$ cat src/rtl/seq_pkg.sv
// Shared types and defaults for the step sequencer / tone generator.
package seq_pkg;

  typedef enum logic {
    IDLE = 1'b0,
    PLAY = 1'b1
  } seq_state_e;

  localparam int unsigned NOTE_REST    = 0;
  localparam int unsigned HP_SCALE_DEF = 500;
  localparam int unsigned TICK_W_DEF   = 26;
  localparam int unsigned TONE_W_DEF   = 17;

endpackage

$ cat src/rtl/sequencer_tone_gen.sv
// Square-wave generator: half-period = note * HP_SCALE cycles, cleared on restart or rest.
module sequencer_tone_gen
  import seq_pkg::*;
#(
  parameter int unsigned NOTE_W   = 8,
  parameter int unsigned TONE_W   = TONE_W_DEF,
  parameter int unsigned HP_SCALE = HP_SCALE_DEF
) (
  input  logic              clk,
  input  logic              rst,
  input  logic [NOTE_W-1:0] note,
  input  logic              restart,
  output logic              snd_out
);

  logic [TONE_W-1:0] cnt;
  logic [TONE_W-1:0] half_m1;

  // Only meaningful for nonzero notes; rest is handled before the compare.
  assign half_m1 = TONE_W'(note) * TONE_W'(HP_SCALE) - TONE_W'(1);

  always_ff @(posedge clk or posedge rst) begin
    if (rst) begin
      cnt     <= '0;
      snd_out <= 1'b0;
    end else if (restart || (note == NOTE_W'(NOTE_REST))) begin
      cnt     <= '0;
      snd_out <= 1'b0;
    end else if (cnt == half_m1) begin
      cnt     <= '0;
      snd_out <= ~snd_out;
    end else begin
      cnt <= cnt + TONE_W'(1);
    end
  end

endmodule

$ cat src/rtl/step_sequencer_ctrl.sv
// Step sequencer: pattern store, PLAY/IDLE control, step timing and note selection.
module step_sequencer_ctrl
  import seq_pkg::*;
#(
  parameter int unsigned STEPS    = 8,
  parameter int unsigned NOTE_W   = 8,
  parameter int unsigned HP_SCALE = HP_SCALE_DEF,
  parameter int unsigned TONE_W   = TONE_W_DEF,
  parameter int unsigned TICK_W   = TICK_W_DEF
) (
  input  logic                     clk,
  input  logic                     rst,
  input  logic                     wr_en,
  input  logic [$clog2(STEPS)-1:0] wr_addr,
  input  logic [NOTE_W-1:0]        wr_data,
  input  logic [TICK_W-1:0]        step_ticks,
  input  logic                     start,
  input  logic                     stop,
  input  logic                     loop_en,
  input  logic                     live_en,
  input  logic [NOTE_W-1:0]        live_note,
  output logic                     snd_out,
  output logic [STEPS-1:0]         led_out,
  output logic                     busy,
  output logic                     done
);

  localparam int unsigned SW = $clog2(STEPS);
  localparam logic [SW-1:0] LAST_STEP = SW'(STEPS - 1);

  seq_state_e        state, state_nxt;
  logic [SW-1:0]     step, step_nxt;
  logic [TICK_W-1:0] tick, tick_nxt, tick_load;
  logic [NOTE_W-1:0] cur_note, note_nxt, idle_note;
  logic [NOTE_W-1:0] pattern [STEPS];
  logic [STEPS-1:0]  led_nxt;
  logic              busy_nxt, done_nxt;
  logic              load, mode_chg, restart;

  // Pattern store, writable in any state.
  always_ff @(posedge clk or posedge rst) begin
    if (rst) begin
      for (int i = 0; i < STEPS; i++) pattern[i] <= '0;
    end else if (wr_en) begin
      pattern[wr_addr] <= wr_data;
    end
  end

  always_ff @(posedge clk or posedge rst) begin
    if (rst) begin
      state    <= IDLE;
      step     <= '0;
      tick     <= '0;
      cur_note <= '0;
      led_out  <= '0;
      busy     <= 1'b0;
      done     <= 1'b0;
    end else begin
      state    <= state_nxt;
      step     <= step_nxt;
      tick     <= tick_nxt;
      cur_note <= note_nxt;
      led_out  <= led_nxt;
      busy     <= busy_nxt;
      done     <= done_nxt;
    end
  end

  // Next state, step timing and the note that will sound next cycle.
  always_comb begin
    state_nxt = state;
    step_nxt  = step;
    tick_nxt  = tick;
    note_nxt  = cur_note;
    led_nxt   = led_out;
    busy_nxt  = busy;
    done_nxt  = 1'b0;
    load      = 1'b0;
    mode_chg  = 1'b0;
    tick_load = (step_ticks == '0) ? '0 : step_ticks - TICK_W'(1);
    idle_note = live_en ? live_note : NOTE_W'(NOTE_REST);

    case (state)
      IDLE: begin
        note_nxt = idle_note;
        if (start && !stop) begin
          state_nxt = PLAY;
          step_nxt  = '0;
          busy_nxt  = 1'b1;
          load      = 1'b1;
        end
      end
      PLAY: begin
        if (stop) begin
          state_nxt = IDLE;
          mode_chg  = 1'b1;
        end else if (tick == '0) begin
          if (step != LAST_STEP) begin
            step_nxt = step + SW'(1);
            load     = 1'b1;
          end else if (loop_en) begin
            step_nxt = '0;
            load     = 1'b1;
          end else begin
            state_nxt = IDLE;
            done_nxt  = 1'b1;
            mode_chg  = 1'b1;
          end
        end else begin
          tick_nxt = tick - TICK_W'(1);
        end
        if (state_nxt == IDLE) begin
          busy_nxt = 1'b0;
          led_nxt  = '0;
          note_nxt = idle_note;
        end
      end
    endcase

    if (load) begin
      tick_nxt = tick_load;
      note_nxt = pattern[step_nxt];
      led_nxt  = STEPS'(1) << step_nxt;
    end

    // Every step load or mode switch restarts the tone, even with an unchanged note.
    restart = load || mode_chg || (note_nxt != cur_note);
  end

  sequencer_tone_gen #(
    .NOTE_W  (NOTE_W),
    .TONE_W  (TONE_W),
    .HP_SCALE(HP_SCALE)
  ) u_tone (
    .clk    (clk),
    .rst    (rst),
    .note   (note_nxt),
    .restart(restart),
    .snd_out(snd_out)
  );

endmodule

$ cat config.mk
export PLATFORM = sky130hd
export DESIGN_NAME = step_sequencer_ctrl
export DESIGN_NICKNAME = d
export VERILOG_FILES = /design/src/rtl/seq_pkg.sv /design/src/rtl/sequencer_tone_gen.sv /design/src/rtl/step_sequencer_ctrl.sv
export SDC_FILE = /design/constraint.sdc
export NUM_CORES = 1
export LEC_CHECK = 0
export CELL_PAD_IN_SITES_DETAIL_PLACEMENT = 0
export CELL_PAD_IN_SITES_GLOBAL_PLACEMENT = 1
export CORE_ASPECT_RATIO = 0.9
export CORE_MARGIN = 5
export CORE_UTILIZATION = 47
export CTS_CLUSTER_SIZE = 20
export DETAILED_ROUTE_END_ITERATION = 10
export PLACE_DENSITY = 0.9
export SYNTH_ARGS = -nofsm -noshare
export SYNTH_HDL_FRONTEND = slang
export SYNTH_SLANG_ARGS = --single-unit
$ cat constraint.sdc
create_clock -name clk -period 10.71 [get_ports clk]
set_input_delay 1.071 -clock clk [delete_from_list [all_inputs] [get_ports clk]]
set_output_delay 1.071 -clock clk [all_outputs]
set_load 0.01 [all_outputs]
After elaboration in Yosys (flattened, before gate mapping)

Cells that the tools add are included.

Bits in registers: 130
Logic and storage cells: 101
Output and inout port bits: 11
Input port bits: 52

Bitwise logic cells: 4
Multipliers: 1
Equal/unequal tests: 8
Shift operators: 1
Muxes and demuxes: 48
Reduce and logical (&&, ||, !) cells: 14
Magnitude comparators: 3
$add $sub $neg: 5

Operators by type and width:

| cell                                                                  | count |
|---|---|
| 26-bit 2-to-1 mux                                                     | 5 |
| 8-bit 2-to-1 mux                                                      | 9 |
| 64-bit bitwise mux                                                    | 1 |
| 26-bit logical NOT                                                    | 2 |
| 26-bit by 1-bit subtractor with 26-bit output (second input constant) | 2 |
| 17-bit 2-to-1 mux                                                     | 2 |
| 8-bit binary-select mux with 3-bit select                             | 1 |
| 8-bit demux with 3-bit select                                         | 1 |
| 1-bit 2-to-1 mux                                                      | 19 |
| 17-bit by 1-bit adder with 17-bit output (second input constant)      | 1 |
| 17-bit == test                                                        | 1 |
| 17-bit by 1-bit subtractor with 17-bit output (second input constant) | 1 |
| 8-bit case mux with 2 select lines                                    | 1 |
| 8-bit by 7-bit multiplier with 15-bit output (second input constant)  | 1 |
| 3-bit 2-to-1 mux                                                      | 5 |
| 4-bit >= comparator (second input constant)                           | 2 |
| 8-bit logical NOT                                                     | 1 |
| 2-bit != test (second input constant)                                 | 4 |
| 8-bit != test                                                         | 1 |
| 3-bit NOT with 4-bit output                                           | 2 |
| 1-bit by 3-bit left shift with 8-bit output (first input constant)    | 1 |
| 1-bit case mux with 2 select lines                                    | 3 |
| 3-bit case mux with 2 select lines                                    | 1 |
| 4-bit by 1-bit < comparator with 1-bit output (second input constant) | 1 |
| other kinds (10)                                                      | 16 |

Longest topological paths before layout

Word-level depth: 15
Gate-level depth with buffers: 33
Depth with buffers taken out: 30

Modules after synthesis

From an unflattened synthesis, not the netlist that was laid out.

Cell total of the unflattened synthesis: 995
Area total of the unflattened synthesis: 9,472.8 sq um

Modules (own cells, without submodules):

| module              | area each (sq um) | seq. area each (sq um) | times used | cells an instance |
|---|---|---|---|---|
| step_sequencer_ctrl | 6,488.7           | 2,802.7                | 1          | 655 |
| sequencer_tone_gen  | 2,984.1           | 450.4                  | 1          | 340 |

Least setup slack after synthesis

No wires, ideal clock.

Path kind: input -> register
Start point: input stop
End point: register u_tone.cnt[10]
Path buffers: 3
Stages: 28
Data required time: 10,591 ps
Library setup time: 119 ps
Arrival time: 8,349 ps
Setup slack: 2,242 ps
Path through: nor3b_1 -> nand4_1 -> o31a_1 -> a21oi_4 -> buf_2 -> clkbuf_1 -> mux2i_1 -> o22ai_1 -> o211ai_1 -> o21ai_0 -> ha_1 -> inv_1 -> fa_1 -> fa_1 -> inv_1 -> fa_1 -> ha_1 -> or2_2 -> or3_1 -> o221ai_1 -> xnor2_1 -> nor4_2 -> xor2_1 -> o32a_1 -> a21o_1 -> o41ai_4 -> buf_6 -> nor2_2

Longest elaborated chain between the ends: 14
Elaborated cells between the ends (all ways): 29
Those cells by class: add/sub (1); mul (1); eq/ne (2); mux (18); bitwise (1); reduce/logical (6)

RTL lines:

| what                                                 | line                       | source |
|---|---|---|
| start, declared                                      | step_sequencer_ctrl.sv:18  | `input logic stop,` |
| 1-bit logical NOT                                    | step_sequencer_ctrl.sv:86  | `if (start && !stop) begin` |
| 1-bit logical AND                                    | step_sequencer_ctrl.sv:86  |  |
| 3-bit 2-to-1 mux                                     | step_sequencer_ctrl.sv:86  |  |
| 3-bit case mux with 2 select lines                   | step_sequencer_ctrl.sv:83  | `case (state)` |
| 3-bit NOT with 4-bit output (not written as such)    | step_sequencer_ctrl.sv:122 | `note_nxt = pattern[step_nxt];` |
| 8-bit binary-select mux with 3-bit select            | step_sequencer_ctrl.sv:122 |  |
| 8-bit 2-to-1 mux (not written as such) (2 in series) | step_sequencer_ctrl.sv:122 |  |
| 8-bit 2-to-1 mux (*)                                 | step_sequencer_ctrl.sv:120 | `if (load) begin` |
| named net note_nxt[5]                                | step_sequencer_ctrl.sv:34  | `logic [NOTE_W-1:0] cur_note, note_nxt, idle_note;` |
| 8-bit by 7-bit multiplier with 15-bit output         | sequencer_tone_gen.sv:20   | `assign half_m1 = TONE_W'(note) * TONE_W'(HP_SCALE) - TONE_W'(1);` |
| 17-bit by 1-bit subtractor with 17-bit output        | sequencer_tone_gen.sv:20   |  |
| 17-bit == test                                       | sequencer_tone_gen.sv:29   | `end else if (cnt == half_m1) begin` |
| 17-bit 2-to-1 mux                                    | sequencer_tone_gen.sv:29   |  |
| 17-bit 2-to-1 mux (*)                                | sequencer_tone_gen.sv:26   | `end else if (restart \|\| (note == NOTE_W'(NOTE_REST))) begin` |
| end signal, assigned                                 | sequencer_tone_gen.sv:33   | `cnt <= cnt + TONE_W'(1);` |
| end, declared                                        | sequencer_tone_gen.sv:16   | `logic [TONE_W-1:0] cnt;` |

Mark *: on every way through the listed nets, which the timed path passes. The rest lies on a longest branch. The select of a mux whose other input is x is not followed.
A chain may end at the register's enable or synchronous reset.

Worst setup path in the final report

Start point: input stop
End point: register u_tone.cnt[5]

Same word-level chain as after synthesis.

==> impl_metrics.tcl <==
set metrics [dict create \
    synth_top_cell_by_area "dfrtp_1" \
    hold_viol 0 \
    track_usage_pct 22.0 \
    wire_per_inst_um 18.5 \
    status "complete, no violations" \
    cts.clk_slew.worst_paths_ns 0.07 \
    hpwlAfterDp_mm 17.5 \
    die_area_mm2 0.0227 \
    peakVddDrop_mv 0.157 \
    cts_buffer_depth 2 \
    placed_area_mm2 0.0102 \
    gp_congestion 0.856 \
    stdcell_area_mm2 0.0108 \
    p_leak_nw 4.59 \
    ys_top_cells_by_area "dfrtp_1 (35%), mux2_2 (7.6%), ha_1 (6.2%)" \
    critPathRequiredTime_ns 11.02 \
    multi_input_area_mm2 0.00569 \
    post_cts_resized 0 \
    vias_per_cell 5.92 \
    critical_path_class "primary input to register" \
    synth_edf_count 0 \
    cts_tree "built" \
    coreArea_mm2 0.0193 \
    finClkSkew_ns 0.0208 \
    via_count 7602 \
    drc 0 \
    insertion_delay_ns 0.44 \
    nets 1141 \
    drive_gt1_share_pct 14.8 \
    regArea_mm2 0.00325 \
    die_x_um 158 \
    avgSynthCellArea_um2 9.68 \
    h-tree-depth 4 \
    critPathMaxFanout 22 \
    async_flop_share_pct 100 \
    yosys-top-cells-count "dfrtp_1 (130), inv_1 (64), mux2_2 (63), nand2_1 (62), nor2_1 (62)" \
    post_cts_buffers 0 \
    grt_pass1_vias 7542 \
    synth_area_mm2 0.00929 \
    grt_max_degree 74 \
    synth_most_common_cell "dfrtp_1" \
    crit_path_start_kind "primary input" \
    max_freq_mhz 108 \
    initial_core_util_pct 48.0 \
    antenna_left 0 \
    post-route-period-util_pct 86.2 \
    drt_iter0_markers 452 \
    fillers 1718 \
    arrival_ns 9.54 \
    power.density_mw_per_mm2 235 \
    fin_hold_ws_ns 0.489 \
    relSlewSlack_pct 28.9 \
    synth.top_cell.area_share_pct 35.0 \
    endpoint_kind "register" \
    grt_pass1_wl_mm 39.5 \
    drv_cap 0 \
    rsz0062_at_grt "no" \
    antenna_found_initial 0 \
    dieHeight_um 143 \
    numCtsBuffers 17 \
    yosysWarnings 0 \
    worst_pin_slew_ns 1.06 \
    routed_wl_mm 23.8 \
    maxSlewViolCount 0 \
    ys_types 79 \
    ios 63 \
    synth-seq-cells 130 \
    cts_sinks 130 \
    dr.pass1.iters 5 \
    synth_nets 1080 \
    syn_inst 960 \
    fin_tns_setup_ns 0 \
    port_buffers 62 \
    diodes 0 \
    ys.flop_type "dfrtp_1" \
    cts_hold_buf 0 \
    syn_to_final_growth_pct 16.6 \
    rows 48 \
    hold_path_class "register to register" \
    cts-root-buf "clkbuf_16" \
    setup_viol 0 \
    layout_min_cycle_time_ns 9.24 \
    grt-ovfl-total 0 \
    ys_seq_area_share_pct 35.0 \
]
-- critical path: stages --
cell and delay [ns]:
clkdlybuf4s50_1 0.45, nor3b_1 0.26, nand4_1 0.22, o31a_1 0.40, a21oi_4 0.62, inv_2 0.35, a211oi_1 0.31, a211oi_1 0.10
nor3_1 0.51, inv_1 0.32, ha_1 0.36, inv_1 0.04, fa_1 0.46, fa_1 0.54, inv_1 0.04, ha_1 0.28
ha_1 0.25, or2_2 0.33, or3_1 0.30, o221ai_1 0.30, xnor2_1 0.21, nor4_2 0.53, xor2_1 0.13, o32a_1 0.31
a21o_1 0.18, o41ai_4 0.27, buf_4 0.31, nor2_1 0.09
-- final cells by class --
cell class              count  area share (%)
multi-input cells         730            52.5
flip-flops and latches    130            30.0
repair buffers             75            6.63
clock buffers              18            4.05
well taps                 250            2.89
inverters                  67            2.34
clock inverters            14            1.57
-- state kept, by name, summed over array words and instances, names as in the netlist --
signal,flops
busy,1
cur_note,8
done,1
led_out,8
pattern,64
state,1
step,3
tick,26
u_tone.cnt,17
u_tone.snd_out,1
-- power by group --
group          total [mW]  internal, mW  leakage [nW]  switching [mW]
Sequential          0.647         0.577          1.64          0.0700
Clock               0.612         0.358         0.294           0.255
Combinational        1.28         0.558          2.65           0.723
Total                2.54          1.49          4.59            1.05
-- layout by cell type, fill, tap and decap left out, types with 8 or more instances in the layout --
master	synthesis	layout
fa_1	22	22
nand2b_1	10	10
nor2_2	11	11
nand3_1	36	36
o21ai_0	40	40
or3_1	17	17
mux2_2	63	63
buf_4	0	13
clkbuf_16	0	17
mux2i_1	12	12
o22ai_1	17	17
nand4_1	17	17
xor2_1	32	32
a21oi_1	28	28
and3_1	12	12
dfrtp_1	130	130
a22o_1	10	10
nor3_1	22	21
a211oi_1	16	16
ha_1	46	46
nor4_1	12	12
nand2_1	62	62
inv_1	64	63
nor2_1	62	62
a32o_1	8	8
xnor2_1	45	45
clkdlybuf4s50_1	0	62
-- logic make-up after synthesis --
kind of cell / count (synthesis) / synth area share (%)
and+or+nand+nor: 316 / 18.5
AOI/OAI and AO/OA: 192 / 14.8
DFF: 130 / 35.0
buffers and inverters: 100 / 4.19
xor gates and xnor gates: 77 / 7.26
muxes: 77 / 9.29
adders and majority gates: 68 / 10.9
-- metal layers --
metal | GRT usage (%) | vias up | wire length, um
met1 | 30.5 | 3755 | 10900
met3 | 3.64 | 43 | 1040
met4 | 7.90 | 0 | 617
met5 | 0 | - | 0
li1 | - | 3619 | -
met2 | 34.9 | 185 | 11200
-- metrics by stage --
stage          power [mW]  std cells  utilization [%]  worst slack [ns]
2_1_floorplan        1.66        960                -              2.24
3_3_place_gp         1.90       1252             52.9              1.24
3_5_place_dp         1.92       1252             52.9              1.07
4_1_cts              2.55       1284             56.0              1.51
5_1_grt              2.73       1284             56.0             0.836
6_report             2.54       1284             56.0              1.47
-- path summary, 6_finish.rpt --
path                                              from                       to  slack [ns]  cells past startpoint
worst min-delay path            led_out[0]$_DFFE_PP0P_   led_out[0]$_DFFE_PP0P_        0.49                      2
max in group asynchronous                          rst     tick[24]$_DFFE_PP0P_        8.23                      3
min in group asynchronous                          rst  pattern[13]$_DFFE_PP0P_        1.17                      2
worst min register to register  led_out[0]$_DFFE_PP0P_   led_out[0]$_DFFE_PP0P_        0.49                      2
worst max-delay path                              stop  u_tone.cnt[5]$_DFF_PP0_        1.47                     28
worst max register to register     tick[0]$_DFFE_PP0P_  u_tone.cnt[5]$_DFF_PP0_        1.60                     28
No activity file was read; power rests on OpenSTA's default activity.
